$ cat config.mk
export PLATFORM = sky130hd
export DESIGN_NAME = hs_cdc_gray_step_ctrl_flat
export DESIGN_NICKNAME = d
export VERILOG_FILES = /design/src/rtl/hs_cdc_gray_step_ctrl_if.sv /design/src/rtl/hs_cdc_gray_step_ctrl.sv /design/src/flat_wrapper.sv
export SDC_FILE = /design/constraint.sdc
export NUM_CORES = 1
export LEC_CHECK = 0
export CAP_MARGIN = 30
export CELL_PAD_IN_SITES_DETAIL_PLACEMENT = 0
export CELL_PAD_IN_SITES_GLOBAL_PLACEMENT = 1
export CORE_ASPECT_RATIO = 2
export CORE_UTILIZATION = 40
export CTS_CLUSTER_SIZE = 40
export DETAILED_ROUTE_END_ITERATION = 8
export PLACE_DENSITY_LB_ADDON = 0.1
export SYNTH_ARGS = -nofsm -noshare
export SYNTH_HDL_FRONTEND = slang
export SYNTH_SLANG_ARGS = --single-unit
$ cat constraint.sdc
create_clock -name clk -period 3.8 [get_ports clk]
set_clock_uncertainty 0.05 [all_clocks]
set_input_delay 0.76 -clock clk [delete_from_list [all_inputs] [get_ports clk]]
set_output_delay 0.76 -clock clk [all_outputs]
set_load 0.02 [all_outputs]
$ cat src/rtl/hs_cdc_gray_step_ctrl_if.sv
`default_nettype none
// ============================================================================
//  Module   : hs_cdc_gray_step_ctrl_if
//  Purpose  : Target handshake plus counter/status bundle for the gray-step
//             controller. The master side issues targets and aborts; the
//             slave side (the controller) returns ready, counter and status.
//  Revision : 1.0 - initial release
// ============================================================================
interface hs_cdc_gray_step_ctrl_if #(
    parameter int WIDTH = 8
) ();

    logic             tgt_valid;
    logic             tgt_ready;
    logic [WIDTH-1:0] tgt_data;
    logic             abort;
    logic [WIDTH-1:0] cnt;
    logic             busy;
    logic             done;

    // Requester side: drives targets and abort, observes progress
    modport master (
        output tgt_valid,
        output tgt_data,
        output abort,
        input  tgt_ready,
        input  cnt,
        input  busy,
        input  done
    );

    // Controller side
    modport slave (
        input  tgt_valid,
        input  tgt_data,
        input  abort,
        output tgt_ready,
        output cnt,
        output busy,
        output done
    );

endinterface
`default_nettype wire

$ cat src/rtl/hs_cdc_gray_step_ctrl.sv
`default_nettype none
// ============================================================================
//  Module   : hs_cdc_gray_step_ctrl
//  Purpose  : Source-domain sequencer feeding the binary input of a gray
//             multi-bit synchronizer. Walks a counter toward an accepted
//             target by +/-1 per step, holding HOLD_CYCLES after each step,
//             so the syncer only ever sees single-bit gray transitions.
//  Revision : 1.0 - initial release
// ============================================================================
module hs_cdc_gray_step_ctrl #(
    parameter int               WIDTH         = 8,
    parameter int               HOLD_CYCLES   = 0,
    parameter bit               WRAP_SHORTEST = 1'b1,
    parameter logic [WIDTH-1:0] RESET_VAL     = '0
) (
    input  wire                      clk,
    input  wire                      aresetn,
    hs_cdc_gray_step_ctrl_if.slave   bus
);

    // ------------------------------------------------------------------------
    // State encoding and constants
    // ------------------------------------------------------------------------
    localparam logic [1:0] c_ST_IDLE = 2'd0;
    localparam logic [1:0] c_ST_STEP = 2'd1;
    localparam logic [1:0] c_ST_HOLD = 2'd2;

    localparam logic [7:0] c_HOLD_LOAD = 8'(HOLD_CYCLES);
    localparam bit         c_HAS_HOLD  = (HOLD_CYCLES > 0);

    // ------------------------------------------------------------------------
    // Registers
    // ------------------------------------------------------------------------
    logic [1:0]       r_state;
    logic [WIDTH-1:0] r_cnt;
    logic [WIDTH-1:0] r_tgt;
    logic             r_dir_up;
    logic [7:0]       r_hold_cnt;
    logic             r_done;
    logic             r_ready;
    logic             r_busy;

    // ------------------------------------------------------------------------
    // Next-value wires
    // ------------------------------------------------------------------------
    logic [1:0]       w_state_nxt;
    logic [WIDTH-1:0] w_cnt_nxt;
    logic [WIDTH-1:0] w_tgt_nxt;
    logic             w_dir_up_nxt;
    logic [7:0]       w_hold_nxt;
    logic             w_done_nxt;
    logic             w_ready_nxt;
    logic             w_busy_nxt;

    // Helpers
    logic             w_handshake;
    logic             w_tgt_eq_cnt;
    logic [WIDTH-1:0] w_cnt_step;
    logic             w_step_hits;
    logic             w_dir_calc;

    assign w_handshake  = bus.tgt_valid & r_ready;
    assign w_tgt_eq_cnt = (bus.tgt_data == r_cnt);

    // Modular +/-1; in linear mode the target bounds the walk so no wrap occurs
    assign w_cnt_step  = r_dir_up ? (r_cnt + 1'b1) : (r_cnt - 1'b1);
    assign w_step_hits = (w_cnt_step == r_tgt);

    // ------------------------------------------------------------------------
    // Walk direction chosen once at acceptance and frozen for the whole walk
    // ------------------------------------------------------------------------
    generate
        if (WRAP_SHORTEST) begin : g_dir_wrap
            // Half the modulus; a distance equal to it (tie) walks up
            localparam logic [WIDTH-1:0] c_HALF = WIDTH'(64'd1 << (WIDTH - 1));
            logic [WIDTH-1:0] w_diff;
            assign w_diff     = bus.tgt_data - r_cnt;
            assign w_dir_calc = (w_diff <= c_HALF);
        end else begin : g_dir_linear
            assign w_dir_calc = (bus.tgt_data > r_cnt);
        end
    endgenerate

    // ------------------------------------------------------------------------
    // State and datapath registers, plus registered outputs
    // ------------------------------------------------------------------------
    always_ff @(posedge clk or negedge aresetn) begin
        if (!aresetn) begin
            r_state    <= c_ST_IDLE;
            r_cnt      <= RESET_VAL;
            r_tgt      <= RESET_VAL;
            r_dir_up   <= 1'b1;
            r_hold_cnt <= 8'd0;
            r_done     <= 1'b0;
            r_ready    <= 1'b1;
            r_busy     <= 1'b0;
        end else begin
            r_state    <= w_state_nxt;
            r_cnt      <= w_cnt_nxt;
            r_tgt      <= w_tgt_nxt;
            r_dir_up   <= w_dir_up_nxt;
            r_hold_cnt <= w_hold_nxt;
            r_done     <= w_done_nxt;
            r_ready    <= w_ready_nxt;
            r_busy     <= w_busy_nxt;
        end
    end

    // ------------------------------------------------------------------------
    // Next-state and datapath update logic
    // ------------------------------------------------------------------------
    always_comb begin
        w_state_nxt  = r_state;
        w_cnt_nxt    = r_cnt;
        w_tgt_nxt    = r_tgt;
        w_dir_up_nxt = r_dir_up;
        w_hold_nxt   = r_hold_cnt;

        case (r_state)
            c_ST_IDLE: begin
                // abort is meaningless here and does not block acceptance
                if (w_handshake) begin
                    w_tgt_nxt = bus.tgt_data;
                    if (!w_tgt_eq_cnt) begin
                        w_state_nxt  = c_ST_STEP;
                        w_dir_up_nxt = w_dir_calc;
                    end
                end
            end

            c_ST_STEP: begin
                if (w_step_hits) begin
                    // Final step always completes, even alongside abort
                    w_cnt_nxt   = w_cnt_step;
                    w_state_nxt = c_ST_IDLE;
                end else if (bus.abort) begin
                    // Stop in place: counter keeps its current value
                    w_state_nxt = c_ST_IDLE;
                end else begin
                    w_cnt_nxt = w_cnt_step;
                    if (c_HAS_HOLD) begin
                        w_state_nxt = c_ST_HOLD;
                        w_hold_nxt  = c_HOLD_LOAD;
                    end
                end
            end

            c_ST_HOLD: begin
                if (bus.abort) begin
                    w_state_nxt = c_ST_IDLE;
                    w_hold_nxt  = 8'd0;
                end else begin
                    w_hold_nxt = r_hold_cnt - 8'd1;
                    if (r_hold_cnt == 8'd1) begin
                        w_state_nxt = c_ST_STEP;
                    end
                end
            end

            default: begin
                w_state_nxt = c_ST_IDLE;
                w_hold_nxt  = 8'd0;
            end
        endcase
    end

    // ------------------------------------------------------------------------
    // Output next-values: done on arrival, ready/busy track the next state
    // ------------------------------------------------------------------------
    always_comb begin
        w_done_nxt  = 1'b0;
        w_ready_nxt = 1'b0;
        w_busy_nxt  = 1'b0;

        if ((r_state == c_ST_IDLE) && w_handshake && w_tgt_eq_cnt) begin
            w_done_nxt = 1'b1;
        end else if ((r_state == c_ST_STEP) && w_step_hits) begin
            w_done_nxt = 1'b1;
        end

        w_ready_nxt = (w_state_nxt == c_ST_IDLE);
        w_busy_nxt  = !w_ready_nxt;
    end

    // ------------------------------------------------------------------------
    // Port drive
    // ------------------------------------------------------------------------
    assign bus.cnt       = r_cnt;
    assign bus.tgt_ready = r_ready;
    assign bus.busy      = r_busy;
    assign bus.done      = r_done;

endmodule
`default_nettype wire

$ cat src/flat_wrapper.sv
// flat-port wrapper written by rule: the top's interface ports become plain ports
module hs_cdc_gray_step_ctrl_flat 
#(
    parameter int               WIDTH         = 8,
    parameter int               HOLD_CYCLES   = 0,
    parameter bit               WRAP_SHORTEST = 1'b1,
    parameter logic [WIDTH-1:0] RESET_VAL     = '0
)
  (clk, aresetn, bus_tgt_valid, bus_tgt_data, bus_abort, bus_tgt_ready, bus_cnt, bus_busy, bus_done);
  hs_cdc_gray_step_ctrl_if #(.WIDTH(WIDTH)) bus_i ();
  input  wire clk;
  input  wire aresetn;
  input wire logic [$bits(bus_i.tgt_valid)-1:0] bus_tgt_valid;
  input wire logic [$bits(bus_i.tgt_data)-1:0] bus_tgt_data;
  input wire logic [$bits(bus_i.abort)-1:0] bus_abort;
  output wire logic [$bits(bus_i.tgt_ready)-1:0] bus_tgt_ready;
  output wire logic [$bits(bus_i.cnt)-1:0] bus_cnt;
  output wire logic [$bits(bus_i.busy)-1:0] bus_busy;
  output wire logic [$bits(bus_i.done)-1:0] bus_done;
  assign bus_i.tgt_valid = bus_tgt_valid;
  assign bus_i.tgt_data = bus_tgt_data;
  assign bus_i.abort = bus_abort;
  assign bus_tgt_ready = bus_i.tgt_ready;
  assign bus_cnt = bus_i.cnt;
  assign bus_busy = bus_i.busy;
  assign bus_done = bus_i.done;
  hs_cdc_gray_step_ctrl #(.WIDTH(WIDTH), .HOLD_CYCLES(HOLD_CYCLES), .WRAP_SHORTEST(WRAP_SHORTEST), .RESET_VAL(RESET_VAL)) u_core (.clk(clk), .aresetn(aresetn), .bus(bus_i));
endmodule
* After elaboration in Yosys (flattened, before gate mapping)
Index checks and enable logic that the tools add are counted.
** Storage, ports and cells
- Output and inout port bits :: 11
- Input bits :: 12
- Register bits :: 30
- Logic and storage cells :: 45
** Operators by class
- $add $sub $neg :: 4
- Equal/unequal tests :: 6
- Reduce and logical (&&, ||, !) cells :: 10
- Bitwise gates (word level) :: 2
- $lt $le $gt $ge :: 1
- Mux-type cells :: 14
** Operators with widths (number)
- $mux 8 :: 4
- $eq 8x8->1 :: 2
- $pmux 8 s2 :: 1
- $sub 8x1->8 const B :: 2
- $mux 2 :: 6
- $add 8x1->8 const B :: 1
- $eq 8x1->1 const B :: 1
- $le 8x8->1 const B :: 1
- $sub 8x8->8 :: 1
- $pmux 2 s3 :: 1
- $logic_not 2->1 :: 2
- $reduce_and 2->1 :: 2
- $logic_and 1x1->1 :: 3
- $reduce_and 3->1 :: 1
- $eq 2x1->1 const B :: 1
- $eq 2x2->1 const B :: 1
- $mux 1 :: 2
- $ne 2x1->1 const B :: 1
- $reduce_or 2->1 :: 1
- $and 1x1->1 :: 1
- $logic_not 1->1 :: 1
- $not 1->1 :: 1

* Depth between registers and ports, before layout
Gate-level depths: netlist of the first run.
- Depth in word-level cells :: 7
- Gate-level depth with buffers :: 11
- Gate-level depth less buffers :: 9

* Worst setup path after synthesis of the first run
Ideal clock, no wire load.
- Path kind :: reg-to-reg
- Start point :: register u_core.r_cnt[0], in the netlist u_core.bus.cnt[0]
- End point :: register u_core.r_cnt[1], in the netlist u_core.bus.cnt[1]
- Arrival time :: 2.396 ns
- Library setup time :: 0.126 ns
- Cell stages (with the launch flop) :: 10
- Path slack :: 1.227 ns
- Data required time :: 3.624 ns
- Cell sequence :: dfrtp_1 inv_1 fa_1 nor2b_1 o31a_1 a2111oi_0 nor3_1 nand4_1 buf_4 a311o_1
** Between the ends
- Longest elaborated chain between the ends :: 5
- Elaborated cells on any way between the ends :: 8
- Those cells by class :: add/sub: 2; eq/ne: 2; mux: 3; reduce/logical: 1
** RTL lines
- from (decl) :: RTL line hs_cdc_gray_step_ctrl.sv:35 : logic [WIDTH-1:0] r_cnt;
- from (signal assigned) :: RTL line hs_cdc_gray_step_ctrl.sv:99 : r_cnt <= w_cnt_nxt;
- $sub 8x1->8 / $add 8x1->8 (equally long branches) :: RTL line hs_cdc_gray_step_ctrl.sv:66 : assign w_cnt_step = r_dir_up ? (r_cnt + 1'b1) : (r_cnt - 1'b1);
- $mux 8 (*) :: RTL line hs_cdc_gray_step_ctrl.sv:66
- via u_core.w_cnt_step[0] :: RTL line hs_cdc_gray_step_ctrl.sv:58 : logic [WIDTH-1:0] w_cnt_step;
- $eq 8x8->1 (*) :: RTL line hs_cdc_gray_step_ctrl.sv:67 : assign w_step_hits = (w_cnt_step == r_tgt);
- $ne 2x1->1 (no source line)
- $reduce_and 2->1 (no source line)
The timed path passes the listed nets; every way through them passes the cells marked *. The select of a mux whose other input is x is not followed.
A chain may end at the register's enable or synchronous reset.

* Worst setup path after layout of the first run
- Start point :: register u_core.r_dir_up
- End point :: register u_core.r_ready, in the netlist u_core.bus.tgt_ready
** Between the ends
- Longest elaborated chain between the ends :: 5
** RTL lines
- from (decl) :: RTL line hs_cdc_gray_step_ctrl.sv:37 : logic r_dir_up;
- from (signal assigned) :: RTL line hs_cdc_gray_step_ctrl.sv:101 : r_dir_up <= w_dir_up_nxt;
- $mux 8 :: RTL line hs_cdc_gray_step_ctrl.sv:66
- $eq 8x8->1 :: RTL line hs_cdc_gray_step_ctrl.sv:67
- $mux 2 :: RTL line hs_cdc_gray_step_ctrl.sv:132 : if (w_step_hits) begin
- $pmux 2 s3 :: RTL line hs_cdc_gray_step_ctrl.sv:119 : case (r_state)
- $logic_not 2->1 :: RTL line hs_cdc_gray_step_ctrl.sv:181 : w_ready_nxt = (w_state_nxt == c_ST_IDLE);
- via u_core.w_ready_nxt :: RTL line hs_cdc_gray_step_ctrl.sv:52 : logic w_ready_nxt;
- to (signal assigned) :: RTL line hs_cdc_gray_step_ctrl.sv:104 : r_ready <= w_ready_nxt;
- to (decl) :: RTL line hs_cdc_gray_step_ctrl.sv:40 : logic r_ready;
The timed path passes the listed nets, and every way through them passes these cells.

==> results of run 1 <==
-- flip-flops by register name (all words and copies together) (netlist names) --
name                  count
u_core.r_state            2
u_core.r_tgt              8
u_core.r_hold_cnt         8
u_core.bus.cnt            8
u_core.r_dir_up           1
u_core.bus.tgt_ready      1
u_core.bus.done           1
u_core.bus.busy           1
-- how the worst max path moves through the flow --
stage | startpoint | cells past startpoint | slack, ns | end
after global placement | bus_tgt_data[2] | 9 | 0.64 | u_core.r_dir_up$_DFFE_PN1P_
final | u_core.r_dir_up$_DFFE_PN1P_ | 9 | 0.77 | u_core.bus.tgt_ready$_DFF_PN1_
after detailed placement | bus_tgt_data[2] | 9 | 0.59 | u_core.r_dir_up$_DFFE_PN1P_
after global routing | u_core.r_dir_up$_DFFE_PN1P_ | 9 | 0.58 | u_core.bus.busy$_DFF_PN0_
after CTS | u_core.r_dir_up$_DFFE_PN1P_ | 9 | 0.76 | u_core.bus.busy$_DFF_PN0_
after floorplan | u_core.bus.cnt[0]$_DFFE_PN0P_ | 9 | 1.23 | u_core.bus.cnt[1]$_DFFE_PN0P_
-- layer usage --
layer | wire length, um | part of all wire [%]
met5 | 0 | 0
met4 | 214 | 3.6
met3 | 126 | 2.1
met2 | 3380 | 57
met1 | 2170 | 37
-- placed cells by master (no fill, tap or decap), types with 4 or more instances in the layout --
cell type         n
clkbuf_8          8
a222oi_1          5
nor4_1            4
and2_1            7
o22ai_1           4
xnor2_1          10
nand2_1          23
nor3b_1           4
nor3_1            6
inv_1            15
a211o_1           4
nor2_1           12
clkdlybuf4s50_1  22
xor2_1            6
mux2_2            8
a21oi_1           6
nor2b_1           6
mux2i_1           8
nand2b_1          8
dfrtp_1          28
ha_1             15
o21ai_0          12
nand3_1          10
buf_4             4
-- area by class of cell --
type / count / share of cell area, %
multi-input combinational: 192 / 53.2
sequential: 30 / 28.3
timing repair buffer: 26 / 9.40
clock buffer: 8 / 4.14
tap: 60 / 2.82
inverter: 15 / 2.11
-- stage by stage --
stage	hold slack, ns	worst slack (ns)	utilization (%)	instances
after floorplan	0.402	1.23	-	246
after global placement	0.423	0.641	47.1	323
after detailed placement	0.436	0.587	47.1	323
after CTS	0.445	0.760	49.1	331
after global routing	0.477	0.584	49.1	331
final	0.444	0.771	49.1	331
-- cells by family after synthesis --
| logic type | after synthesis | synth area share, % |
|---|---|---|
| fa+ha+maj | 16 | 9.16 |
| xor+xnor | 18 | 7.62 |
| simple gates | 93 | 21.7 |
| flops | 30 | 33.2 |
| buf+inv | 24 | 4.25 |
| mux | 16 | 7.51 |
| compound gates | 49 | 16.6 |
-- power by group --
part | leakage (uW) | total [uW] | switching [uW] | internal [uW]
clock | 0.0000575 | 316 | 133 | 183
combinational | 0.000753 | 1740 | 969 | 773
sequential | 0.000340 | 540 | 113 | 427
-- critical path: stages (launching register included) --
cell and delay [ns]:
dfstp_2 0.55, inv_1 0.15, ha_1 0.35, nor2b_1 0.16, o31a_1 0.31, a21boi_0 0.15, nor3_1 0.27, nand4_1 0.33
o21ai_0 0.43, and3_1 0.22
==> qor.csv, run 1 <==
stage,metric,value,unit
logic_synthesis,ys_warn_count,0,
detailed_routing,via_count,1909,
clock_tree,ctsRootBufferMaster,clkbuf_8,
run_status,status,finished clean,
detailed_routing,ant_nets,0,
grt,top_usage_layer,met2,
worst_setup_path,start_kind,register,
logic_synthesis,synth_top_cell_by_area,dfrtp_1,
floorplan,die_area,0.00599,mm^2
clock_tree,h-tree-depth,2,
logic_synthesis,synthArstFlopShare,100,%
min_path,holdPathStages,1,
job,max_cap_viol_count,0,
layout,fill_cells,555,
timing,tns,0,ns
timing,maxSlewViolCount,0,
clock_tree,clock_latency,0.30,ns
placement,io_buffer_count,22,
placement,place_area,0.00255,mm^2
logic_synthesis,synth-seq-cells,30,
clock_tree,cts.reportedPaths.clkPinSlew,0.06,ns
logic_synthesis,syn-instance-count,246,
floorplan,initial_core_util,41.8,%
floorplan,die_height,108,um
layout,syn2layout_area_growth,17.4,%
pwr,leakagePower,0.00115,uW
timing,period_share,79.7,%
floorplan,core.rowCount,38,
logic_synthesis,synth-seq-area-share,33.2,%
grt,gr-usage-met1,19.6,%
timing,rsz0062_at_grt,no,
clock_tree,cts_repair_resize_count,0,
layout,design_area,0.00266,mm^2
detailed_routing,routedWlPerCell,17.8,um
timing,finalHoldViolCount,0,
timing,setup_viol,0,
timing,slew_headroom,51.1,%
clock_tree,numCtsBuffers,5,
logic_synthesis,synthTopCellsByArea,"dfrtp_1 (31%), ha_1 (8.3%), mux2_2 (4.0%), xnor2_1 (3.9%), nand2_1 (3.8%)",
layout,register_area,753,um^2
grt,use_met3,3.59,%
worst_setup_path,critPathKind,reg -> reg,
grt,use_met2,42.4,%
min_path,holdPathEnd,u_core.r_hold_cnt[6]$_DFFE_PN0N_,
clock_tree,cts_num_sinks,30,
worst_setup_path,rr_startpoint,u_core.r_dir_up$_DFFE_PN1P_,
clock_tree,holdBufCountCts,0,
detailed_routing,viasPerCell,5.77,
placement,hpwl,4500,um
logic_synthesis,synth_cell_type_count,53,
logic_synthesis,synth_edf_count,0,
timing,layout_min_cycle_time,3.03,ns
clock_tree,cts_setup_buffers,0,
timing,fmax,330,MHz
pwr,ir_worst_vdd,0.977,mV
logic_synthesis,synth.most_common_cell,dfrtp_1,
floorplan,die_w,55.2,um
logic_synthesis,synth_commonest_cells,"dfrtp_1 (28), nand2_1 (23), ha_1 (15), inv_1 (15)",
worst_setup_path,reg2regPathDepth,9,
logic_synthesis,synth_ff_type,dfrtp_1,
layout,drive_above_1_share,11.1,%
worst_setup_path,crit_required,3.99,ns
detailed_routing,detailedRoute.firstIterationViolations,62,
pwr,power_density,976,mW/mm^2
detailed_routing,wirelength,5900,um
grt,grt_max_degree,31,
worst_setup_path,r2r_slack,0.77,ns
worst_setup_path,worstSetupEndpointType,register,
pwr,total_power,2600,uW
min_path,worstHoldStart,u_core.r_hold_cnt[6]$_DFFE_PN0N_,
timing,tightest_slew,0.730,ns
layout,num_antenna_cells,0,
logic_synthesis,syn_area,0.00227,mm^2
logic_synthesis,synthDominantCellAreaShare,30.9,%
logic_synthesis,synth.net_count,274,
detailed_routing,drc,0,
grt,grt_usage,21.5,%
grt,overflow,0,
clock_tree,clk_path_buf_depth,2,
worst_setup_path,critPathArrivalTime,3.22,ns
worst_setup_path,cp_max_fo,8,
floorplan,core_area,0.00542,mm^2
logic_synthesis,syn_avg_cell_area,9.22,um^2
layout,multi_input_area,0.00142,mm^2
grt,grt_antenna_before_repair,0,
detailed_routing,drt_first_pass_iters,5,
grt,first_global_vias,1982,
layout,nets,298,
min_path,hp-class,reg -> reg,
placement,place_congestion,0.791,
grt,grt_pass1_wl,9600,um
floorplan,io_pins,23,
worst_setup_path,worst_r2r_endpoint,u_core.bus.tgt_ready$_DFF_PN1_,
clock_tree,tritoncts,yes,
No activity file was read; power rests on OpenSTA's default activity.
==> inputs of run 2 (changes only) <==
==> constraint.sdc (replaced) <==
create_clock -name clk -period 2.65 [get_ports clk]
set_clock_uncertainty 0.05 [all_clocks]
set_input_delay 0.53 -clock clk [delete_from_list [all_inputs] [get_ports clk]]
set_output_delay 0.53 -clock clk [all_outputs]
set_load 0.02 [all_outputs]
==> qor.csv, run 2 (same netlist as run 1, synthesis figures left out) <==
stage,metric,value,unit,change
run_status,status,finished clean,,unchanged
layout,layout_common_cells,"buf_4 (36), dfrtp_1 (28), nand2_1 (23)",,"was dfrtp_1 (28), nand2_1 (23), clkdlybuf4s50_1 (22)"
layout,syn2layout_area_growth,32.4,%,was 17.4%
timing,maxSlewViolCount,0,,unchanged
layout,layout_commonest_cell,buf_4,,was dfrtp_1
layout,fill_cells,541,,was 555
clock_tree,cts.reportedPaths.clkPinSlew,0.07,ns,was 0.06 ns
layout,num_antenna_cells,0,,unchanged
floorplan,die_w,55.2,um,unchanged
clock_tree,h-tree-depth,2,,unchanged
clock_tree,tritoncts,yes,,unchanged
detailed_routing,ant_nets,0,,unchanged
min_path,holdPathStages,1,,unchanged
worst_setup_path,reg2regPathDepth,11,,was 9
timing,layout_setup_ws,0.0376,ns,was 0.771 ns
grt,grt_pass1_wl,10300,um,was 9600 um
pwr,power_density,1520,mW/mm^2,was 976 mW/mm^2
floorplan,initial_core_util,41.8,%,unchanged
placement,post-place-ws,-0.162,ns,was 0.587 ns
worst_setup_path,cp_max_fo,5,,was 8
pwr,power_frac_seq,16.4,%,was 20.8%
timing,tightest_slew,0.574,ns,was 0.730 ns
worst_setup_path,critPathArrivalTime,2.80,ns,was 3.22 ns
timing,timing.hold.ws,0.446,ns,was 0.444 ns
floorplan,core.rowCount,38,,unchanged
pwr,switching_share,44.1,%,was 46.8%
timing,period_share,98.6,%,was 79.7%
detailed_routing,detailedRoute.firstIterationViolations,96,,was 62
layout,drive_above_1_share,23.7,%,was 11.1%
detailed_routing,drt_first_pass_iters,4,,was 5
timing,setup_viol,0,,unchanged
floorplan,die_area,0.00599,mm^2,unchanged
clock_tree,cts_num_sinks,30,,unchanged
placement,hpwl,4890,um,was 4500 um
clock_tree,ctsRootBufferMaster,clkbuf_8,,unchanged
layout,nets,331,,was 298
floorplan,die_height,108,um,unchanged
grt,overflow,0,,unchanged
worst_setup_path,start_kind,register,,unchanged
detailed_routing,drc,0,,unchanged
placement,dpl.cell_count,355,,was 323
timing,rsz0062_at_grt,yes,,was no
grt,first_global_vias,2114,,was 1982
layout,instances_no_fill,364,,was 331
worst_setup_path,worstSetupEndpointType,register,,unchanged
layout,fin_util,55.4,%,was 49.1%
pwr,ir_worst_vdd,1.05,mV,was 0.977 mV
min_path,hp-class,reg -> reg,,unchanged
grt,grt_antenna_before_repair,0,,unchanged
pwr,p_switching,2010,uW,was 1220 uW
pwr,pwr-share-clk,8.6,%,was 12.2%
detailed_routing,wirelength,6300,um,was 5900 um
worst_setup_path,crit_required,2.83,ns,was 3.99 ns
detailed_routing,viasPerCell,5.50,,was 5.77
clock_tree,holdBufCountCts,0,,unchanged
timing,layout_min_cycle_time,2.61,ns,was 3.03 ns
clock_tree,numCtsBuffers,5,,unchanged
timing,fmax,383,MHz,was 330 MHz
grt,grt_max_degree,31,,unchanged
placement,io_buffer_count,22,,unchanged
pwr,internal-power,2560,uW,was 1380 uW
pwr,leakagePower,0.00132,uW,was 0.00115 uW
clock_tree,clock_latency,0.29,ns,was 0.30 ns
timing,finalHoldViolCount,0,,unchanged
clock_tree,clk_path_buf_depth,2,,unchanged
worst_setup_path,critPathKind,reg -> reg,,unchanged
floorplan,io_pins,23,,unchanged
floorplan,core_area,0.00542,mm^2,unchanged
timing,slew_headroom,61.2,%,was 51.1%
placement,place_congestion,0.814,,was 0.791
detailed_routing,routedWlPerCell,17.3,um,was 17.8 um
grt,grt_usage,22.7,%,was 21.5%
detailed_routing,via_count,2002,,was 1909
job,max_cap_viol_count,0,,unchanged
pwr,share_comb_of_total_power,75.0,%,was 67.0%
-- run 2: power groups by stage --
stage	registers [uW]	logic, uW	clock network, uW
after global routing	769	3740	421
final	748	3430	395
after detailed placement	749	3110	0
after floorplan	810	1870	0
after CTS	745	3210	406
after global placement	748	3100	0
-- run 2: area by class of cell --
class                           instances  area, um^2  share of cell area (%)
Inverter                               15        56.3                    1.88
Multi-Input combinational cell        192        1520                    50.8
Timing Repair Buffer                   59         502                    16.7
Clock buffer                            7        86.3                    2.88
Sequential cell                        30         753                    25.1
Tap cell                               60        75.1                    2.50
Clock inverter                          1        5.00                   0.167
-- run 2: layer usage --
metal,global-route usage [%],wire length [um],up-vias
met3,3.11,134,13
li1,-,-,1002
met1,21.1,2270,957
met5,0,0,-
met2,46.4,3640,30
met4,11.3,253,0
-- run 2: critical path, stage by stage, from the launching register on --
cell,delay [ns]
dfstp_2,0.54
inv_1,0.11
ha_1,0.33
a211oi_4,0.27
nor2_1,0.11
xor2_1,0.22
xnor2_1,0.17
nand4_1,0.12
buf_4,0.17
buf_4,0.13
nor4_2,0.23
a211o_1,0.12
-- run 2: final timing paths --
check	startpoint	slack, ns	endpoint
max	u_core.r_dir_up$_DFFE_PN1P_	0.04	u_core.bus.cnt[0]$_DFFE_PN0P_
min	u_core.r_hold_cnt[7]$_DFFE_PN0N_	0.45	u_core.r_hold_cnt[7]$_DFFE_PN0N_
max reg2reg	u_core.r_dir_up$_DFFE_PN1P_	0.04	u_core.bus.cnt[0]$_DFFE_PN0P_
min reg2reg	u_core.r_hold_cnt[7]$_DFFE_PN0N_	0.45	u_core.r_hold_cnt[7]$_DFFE_PN0N_
max in group asynchronous	aresetn	1.62	u_core.bus.tgt_ready$_DFF_PN1_
min in group asynchronous	aresetn	0.60	u_core.r_tgt[4]$_DFFE_PN0P_
-- run 2: through the flow --
stage | area [um^2] | power, uW | TNS (ns)
CTS | 2920 | 4360 | -0.0128
finish | 3000 | 4570 | 0
global placement | 2790 | 3850 | -1.05
global route | 3000 | 4930 | -1.08
detailed placement | 2790 | 3850 | -0.985
floorplan | 2270 | 2680 | 0
-- run 2: timing repair --
| action | 4_1_cts | 5_1_grt |
|---|---|---|
| endpoints found under the setup margin | 10 | 13 |
| pin swaps | 3 | 2 |
| resized for setup | 5 | 12 |
| buffers inserted | 1 | 0 |
| cloned | 0 | 0 |
==> inputs of run 3 (changes only) <==
--- a/config.mk
+++ b/config.mk
@@ -13,6 +13,7 @@
 export CTS_CLUSTER_SIZE = 40
 export DETAILED_ROUTE_END_ITERATION = 8
 export PLACE_DENSITY_LB_ADDON = 0.1
+export SKIP_LAST_GASP = 1
 export SYNTH_ARGS = -nofsm -noshare
 export SYNTH_HDL_FRONTEND = slang
 export SYNTH_SLANG_ARGS = --single-unit
==> results of run 3 <==
Final layout, timing and power as in run 2 (identical DEF).
